### src/rtl/mem_arb_pkg.sv
// Shared types and constants for the memory port arbiter.
package mem_arb_pkg;

   typedef enum logic [1:0] {
      IDLE  = 2'd0,
      ISSUE = 2'd1,
      WAIT  = 2'd2,
      RESP  = 2'd3
   } arb_state_e;

   localparam logic OWN_IF = 1'b0;
   localparam logic OWN_LS = 1'b1;

endpackage

### src/rtl/mem_arb_pick.sv
// Winner selection between fetch and load/store requesters.
// Policy macro: MEM_ARB_RR_EN (defined = round-robin, undefined = LS fixed priority).
module mem_arb_pick
   import mem_arb_pkg::*;
(
   input  logic if_req_i,
   input  logic ls_req_i,
   input  logic last_served_i,
   output logic valid_o,
   output logic winner_o
);

   assign valid_o = if_req_i | ls_req_i;

`ifdef MEM_ARB_RR_EN
   // On contention the side that was not served last wins; otherwise the lone requester.
   always_comb begin
      winner_o = OWN_IF;
      if (if_req_i && ls_req_i)
         winner_o = (last_served_i == OWN_LS) ? OWN_IF : OWN_LS;
      else if (ls_req_i)
         winner_o = OWN_LS;
   end
`else
   // History is irrelevant under fixed priority; the register feeding it gets pruned.
   logic unused_last_served;
   assign unused_last_served = last_served_i;

   // Load/store always beats fetch.
   assign winner_o = ls_req_i ? OWN_LS : OWN_IF;
`endif

endmodule

### src/rtl/mem_port_arbiter.sv
// Single-port memory arbiter shared by instruction fetch and load/store.
// One transaction in flight: IDLE/RESP arbitrate, ISSUE strobes memory,
// WAIT counts MEM_LAT cycles, RESP returns data to the owner.
// Policy macro: MEM_ARB_RR_EN (evaluated only inside mem_arb_pick).
module mem_port_arbiter
   import mem_arb_pkg::*;
#(
   parameter int unsigned MEM_LAT = 1   // 1..15
)(
   input  logic        clk,
   input  logic        rst,
   input  logic        if_req,
   input  logic [31:0] if_addr,
   output logic        if_gnt,
   output logic        if_rvalid,
   output logic [31:0] if_rdata,
   input  logic        ls_req,
   input  logic        ls_we,
   input  logic [31:0] ls_addr,
   input  logic [31:0] ls_wdata,
   output logic        ls_gnt,
   output logic        ls_rvalid,
   output logic [31:0] ls_rdata,
   output logic        mem_en,
   output logic        mem_we,
   output logic [31:0] mem_addr,
   output logic [31:0] mem_wdata,
   input  logic [31:0] mem_rdata
);

   localparam logic [3:0] CNT_LOAD = 4'(MEM_LAT - 1);

   arb_state_e  state_q, state_d;
   logic        owner_q, owner_d;
   logic        last_served_q, last_served_d;
   logic        store_q, store_d;
   logic [3:0]  cnt_q, cnt_d;
   logic [31:0] if_rdata_q, if_rdata_d;
   logic [31:0] ls_rdata_q, ls_rdata_d;
   logic        pick_valid, pick_winner;
   logic        owner_req;

   mem_arb_pick u_pick (
      .if_req_i      (if_req),
      .ls_req_i      (ls_req),
      .last_served_i (last_served_q),
      .valid_o       (pick_valid),
      .winner_o      (pick_winner)
   );

   assign owner_req = (owner_q == OWN_LS) ? ls_req : if_req;
   assign if_rdata  = if_rdata_q;
   assign ls_rdata  = ls_rdata_q;

   // Next-state and output decode; every output idles at zero.
   always_comb begin
      state_d       = state_q;
      owner_d       = owner_q;
      last_served_d = last_served_q;
      store_d       = store_q;
      cnt_d         = cnt_q;
      if_rdata_d    = if_rdata_q;
      ls_rdata_d    = ls_rdata_q;
      if_gnt        = 1'b0;
      ls_gnt        = 1'b0;
      if_rvalid     = 1'b0;
      ls_rvalid     = 1'b0;
      mem_en        = 1'b0;
      mem_we        = 1'b0;
      mem_addr      = '0;
      mem_wdata     = '0;
      case (state_q)
         IDLE, RESP: begin
            if (state_q == RESP) begin
               if (owner_q == OWN_LS) ls_rvalid = 1'b1;
               else                   if_rvalid = 1'b1;
            end
            if (pick_valid) begin
               owner_d = pick_winner;
               state_d = ISSUE;
            end else begin
               state_d = IDLE;
            end
         end
         ISSUE: begin
            // A requester that dropped its request before the grant is withdrawn.
            if (!owner_req) begin
               state_d = IDLE;
            end else begin
               mem_en        = 1'b1;
               mem_wdata     = ls_wdata;
               cnt_d         = CNT_LOAD;
               last_served_d = owner_q;
               state_d       = WAIT;
               if (owner_q == OWN_LS) begin
                  ls_gnt   = 1'b1;
                  mem_we   = ls_we;
                  mem_addr = ls_addr;
                  store_d  = ls_we;
               end else begin
                  if_gnt   = 1'b1;
                  mem_addr = if_addr;
                  store_d  = 1'b0;
               end
            end
         end
         WAIT: begin
            if (cnt_q == 4'd0) begin
               state_d = RESP;
               if (owner_q == OWN_LS) ls_rdata_d = store_q ? 32'h0 : mem_rdata;
               else                   if_rdata_d = mem_rdata;
            end else begin
               cnt_d = cnt_q - 4'd1;
            end
         end
         default: state_d = IDLE;
      endcase
   end

   // State registers; reset aborts any transaction in flight.
   always_ff @(posedge clk) begin
      if (rst) begin
         state_q       <= IDLE;
         owner_q       <= OWN_IF;
         last_served_q <= OWN_LS;
         store_q       <= 1'b0;
         cnt_q         <= 4'd0;
         if_rdata_q    <= 32'h0;
         ls_rdata_q    <= 32'h0;
      end else begin
         state_q       <= state_d;
         owner_q       <= owner_d;
         last_served_q <= last_served_d;
         store_q       <= store_d;
         cnt_q         <= cnt_d;
         if_rdata_q    <= if_rdata_d;
         ls_rdata_q    <= ls_rdata_d;
      end
   end

endmodule

### config.mk
export PLATFORM = sky130hd
export DESIGN_NAME = mem_port_arbiter
export DESIGN_NICKNAME = d
export VERILOG_FILES = /design/src/rtl/mem_arb_pkg.sv /design/src/rtl/mem_arb_pick.sv /design/src/rtl/mem_port_arbiter.sv
export SDC_FILE = /design/constraint.sdc
export NUM_CORES = 1
export LEC_CHECK = 0
export BUFFER_PORTS_ARGS = -buffer_cell sky130_fd_sc_hd__buf_2
export CAP_MARGIN = 20
export CORE_AREA = 2 2 103 105
export CTS_CLUSTER_SIZE = 10
export DETAILED_ROUTE_END_ITERATION = 7
export DIE_AREA = 0 0 105 107
export MAX_ROUTING_LAYER = met4
export PLACE_DENSITY = 0.69
export SLEW_MARGIN = 25
export SYNTH_ARGS = -nofsm -noshare
export SYNTH_HDL_FRONTEND = slang
export SYNTH_SLANG_ARGS = --single-unit
### constraint.sdc
create_clock -name clk -period 1.97 [get_ports clk]
set_input_delay 0.0985 -clock clk [delete_from_list [all_inputs] [get_ports clk]]
set_output_delay 0.0985 -clock clk [all_outputs]
set_load 0.01 [all_outputs]
==> results.yml <==
finish:
  instances_no_fill: 871
  layout.core_utilization_pct: 54.4
  drive_gt1_share_pct: 41.6
  layout.nets: 866
  final.fill_count: 1010
  area.growth.synth_to_final_pct: 56.7
  finish.instance_area_um2: 5490
min_path:
  timing.hold.worst.class: "primary input to flip-flop"
  timing.hold.worst.start: "mem_rdata[20]"
critical_path:
  setup.worst_path.start_class: "flip-flop"
  worstPathMaxFanout: 34
  crit_path_end_kind: "primary output"
  timing.critical_path.required_ns: 1.87
  worstReg2RegStart: "state_q[0]"
  critical_path_arrival_ns: 1.81
  startpoint: "owner_q"
  critical_path_class: "flip-flop to primary output"
sta:
  setup_viol: 0
  min_period_ns: 1.91
  slew_of_the_pin_with_the_lowest_slew_margin_ns: 0.523
  final.period_utilization_pct: 96.7
  fin_worst_hold_slack_ns: 0.0153
  maxSlewHeadroom_pct: 65.1
  final_max_slew_viol_count: 0
  setup_ws_ns: 0.0644
  timing_hold_violations_final: 0
  fmaxAchievable_ghz: 0.525
  setup_tns_ns: 0
  fin_skew_ns: 0.00928
yosys:
  synth.ff_latch_count: 72
  post-synth-top-area-fraction_pct: 41.2
  average_instance_area_after_synthesis_um2: 7.83
  unique_cell_type_count_in_the_yosys_netlist: 25
  syn-cell-area_um2: 3500
  yosys_warnings: 0
  yosys-top-cells-area: "sky130_fd_sc_hd__dfxtp_1 (41%), sky130_fd_sc_hd__nand2_1 (11%), sky130_fd_sc_hd__a21oi_1 (9.9%)"
  synth_largest_area_cell: "sky130_fd_sc_hd__dfxtp_1"
  syn-num-nets: 584
  synthCells: 447
  seq_total_area_yosys_pct: 41.2
die:
  die_width_um: 105
  initial_core_util_pct: 34.7
  die_y_um: 107
  io-pin-count: 267
  core-area_um2: 10100
  fp-row-count: 37
  floorplan.die_area_um2: 11200
pwr:
  p_total_mw: 3.31
  power_frac_seq_pct: 44.7
  cell_internal_pwr_mw: 2.37
  ir_drop_v: 0.000278
  netSwitchingPower_uw: 937
  fraction_of_power_consumed_by_the_clock_network_pct: 37.9
  power_density_nw_per_um2: 603
  leakage_nw: 2.66
  power.switching_fraction_pct: 28.4
  p_comb_share_pct: 17.5
drt:
  drt_wl_total_mm: 12.7
  vias: 4161
  post-route-drc-count: 0
  routed_via_density: 4.78
  count_of_nets_left_with_antenna_violations_after_detail_routing: 0
  detail_route.first_pass.iterations: 4
  avgRoutedWirePerCell_um: 14.6
  drtIter0Drc: 179
clock_network:
  cts_max_path_buffers: 2
  cts_buffers: 9
  clock_tree.htree_level_count: 3
  cts_root_buf: "sky130_fd_sc_hd__clkbuf_8"
  clkSlewWorstSetupHoldPaths_ns: 0.08
  worstSkewPairLatency_ns: 0.35
  cts_setup_buffers: 0
  tritoncts: "built"
  numClockSinks: 72
placed_design:
  place_ws_ns: 0.138
  placement.cell_area_um2: 4980
  io_buffer_count: 266
  place_hpwl_mm: 9.54
  placed_cells: 827
  place_congestion: 0.843
grt:
  first_pass_grt_wire_length_mm: 19.5
  largest_net_degree_at_the_start_of_global_routing: 50
  globalRoute.totalOverflow: 0
  antenna_found_initial: 1
  gr-usage-all-layers_pct: 22.2
  first_global_vias: 3891
run_status:
  status: "completed"
flow_run:
  timing.max_cap.violations: 0
==> cells in the final DEF (no fill, tap or decap), types with 4 or more instances in the layout <==
cell type                         n
sky130_fd_sc_hd__mux2i_1         34
sky130_fd_sc_hd__buf_2          266
sky130_fd_sc_hd__buf_4            8
sky130_fd_sc_hd__dlygate4sd3_1   27
sky130_fd_sc_hd__a21oi_1         69
sky130_fd_sc_hd__clkbuf_8         9
sky130_fd_sc_hd__and2_1          33
sky130_fd_sc_hd__nand2_1         99
sky130_fd_sc_hd__inv_1            5
sky130_fd_sc_hd__nand2b_1         4
sky130_fd_sc_hd__and3_1           4
sky130_fd_sc_hd__nand3b_1        32
sky130_fd_sc_hd__dfxtp_1         71
sky130_fd_sc_hd__nor2_1          38
==> layout make-up <==
| type | count | area, um2 | share of cell area, % |
|---|---|---|---|
| Inverter | 7 | 31.3 | 0.570 |
| Multi-Input combinational cell | 334 | 1900 | 34.6 |
| Antenna cell | 1 | 2.50 | 0.0456 |
| Clock buffer | 9 | 124 | 2.26 |
| Timing Repair Buffer | 305 | 1730 | 31.6 |
| Clock inverter | 7 | 85.1 | 1.55 |
| Tap cell | 136 | 170 | 3.10 |
| Sequential cell | 72 | 1440 | 26.3 |
==> state kept, by name, summed over array words and instances (netlist names) <==
signal / cells
if_rdata: 32
ls_rdata: 32
cnt_q: 4
state_q: 2
owner_q: 1
store_q: 1
==> worst max-delay path, cell delays in order, from the launching register on <==
cell and delay, ns:
sky130_fd_sc_hd__dfxtp_2 0.35, sky130_fd_sc_hd__mux2i_1 0.40, sky130_fd_sc_hd__nand2b_4 0.28, sky130_fd_sc_hd__inv_6 0.10, sky130_fd_sc_hd__and2_1 0.18, sky130_fd_sc_hd__buf_2 0.14
==> kinds of logic (layout without fill, tap and decap cells) <==
logic type / after synthesis / count (layout) / share of synthesized area, %
AO/OA/AOI/OAI: 79 / 79 / 12.2
other: 0 / 1 / 0
adder cells (fa/ha/maj): 4 / 4 / 1.43
AND/OR/NAND/NOR: 217 / 217 / 30.3
buffers and inverters: 41 / 328 / 5.22
multiplexers: 34 / 34 / 9.72
flip-flops: 72 / 72 / 41.2
==> routing by layer <==
layer  up-vias  share of wire (%)  track usage [%]  wire length [um]
li1       2056                  -                -                 -
met1      1914                 41             25.3              5170
met2       177                 51             39.2              6550
met3        14                6.5             4.26               826
met4         0                1.5             7.52               188
met5         -                  0                -                 0
==> worst paths after layout <==
check | end | cells after the start | slack (ns)
max reg2reg | cnt_q[1] | 6 | 0.20
min | if_rdata[20] | 3 | 0.02
max | mem_wdata[25] | 5 | 0.06
min reg2reg | ls_rdata[24] | 2 | 0.45
==> power groups by stage <==
stage	registers, mW	clock network, mW	logic (mW)
after floorplan	1.51	0	0.257
after global placement	1.51	0	0.515
after detailed placement	1.51	0	0.525
after CTS	1.48	1.28	0.571
after global routing	1.48	1.33	0.626
final	1.48	1.25	0.578
==> repair_timing <==
action / CTS / global route
endpoints found under the setup margin: 35 / 35
hold buffers: 27 / 0
endpoints found under the hold margin: 27 / 0
gates resized for setup: 3 / 4
==> cells in the mapped netlist <==
library cell / n
sky130_fd_sc_hd__a211oi_1: 2
sky130_fd_sc_hd__a21o_1: 1
sky130_fd_sc_hd__a21oi_1: 69
sky130_fd_sc_hd__a221oi_2: 1
sky130_fd_sc_hd__a22oi_1: 1
sky130_fd_sc_hd__a311oi_1: 2
sky130_fd_sc_hd__and2_1: 33
sky130_fd_sc_hd__and3_1: 4
sky130_fd_sc_hd__and4bb_2: 1
sky130_fd_sc_hd__buf_2: 23
sky130_fd_sc_hd__clkbuf_1: 11
sky130_fd_sc_hd__dfxtp_1: 72
sky130_fd_sc_hd__ha_1: 4
sky130_fd_sc_hd__inv_1: 5
sky130_fd_sc_hd__inv_2: 2
sky130_fd_sc_hd__mux2i_1: 34
sky130_fd_sc_hd__nand2_1: 99
sky130_fd_sc_hd__nand2b_1: 5
sky130_fd_sc_hd__nand3b_1: 32
sky130_fd_sc_hd__nand4bb_1: 1
sky130_fd_sc_hd__nor2_1: 40
sky130_fd_sc_hd__nor3_1: 1
sky130_fd_sc_hd__o21ai_0: 2
sky130_fd_sc_hd__o32ai_1: 1
sky130_fd_sc_hd__or2_2: 1
No activity file was read; power rests on OpenSTA's default activity.
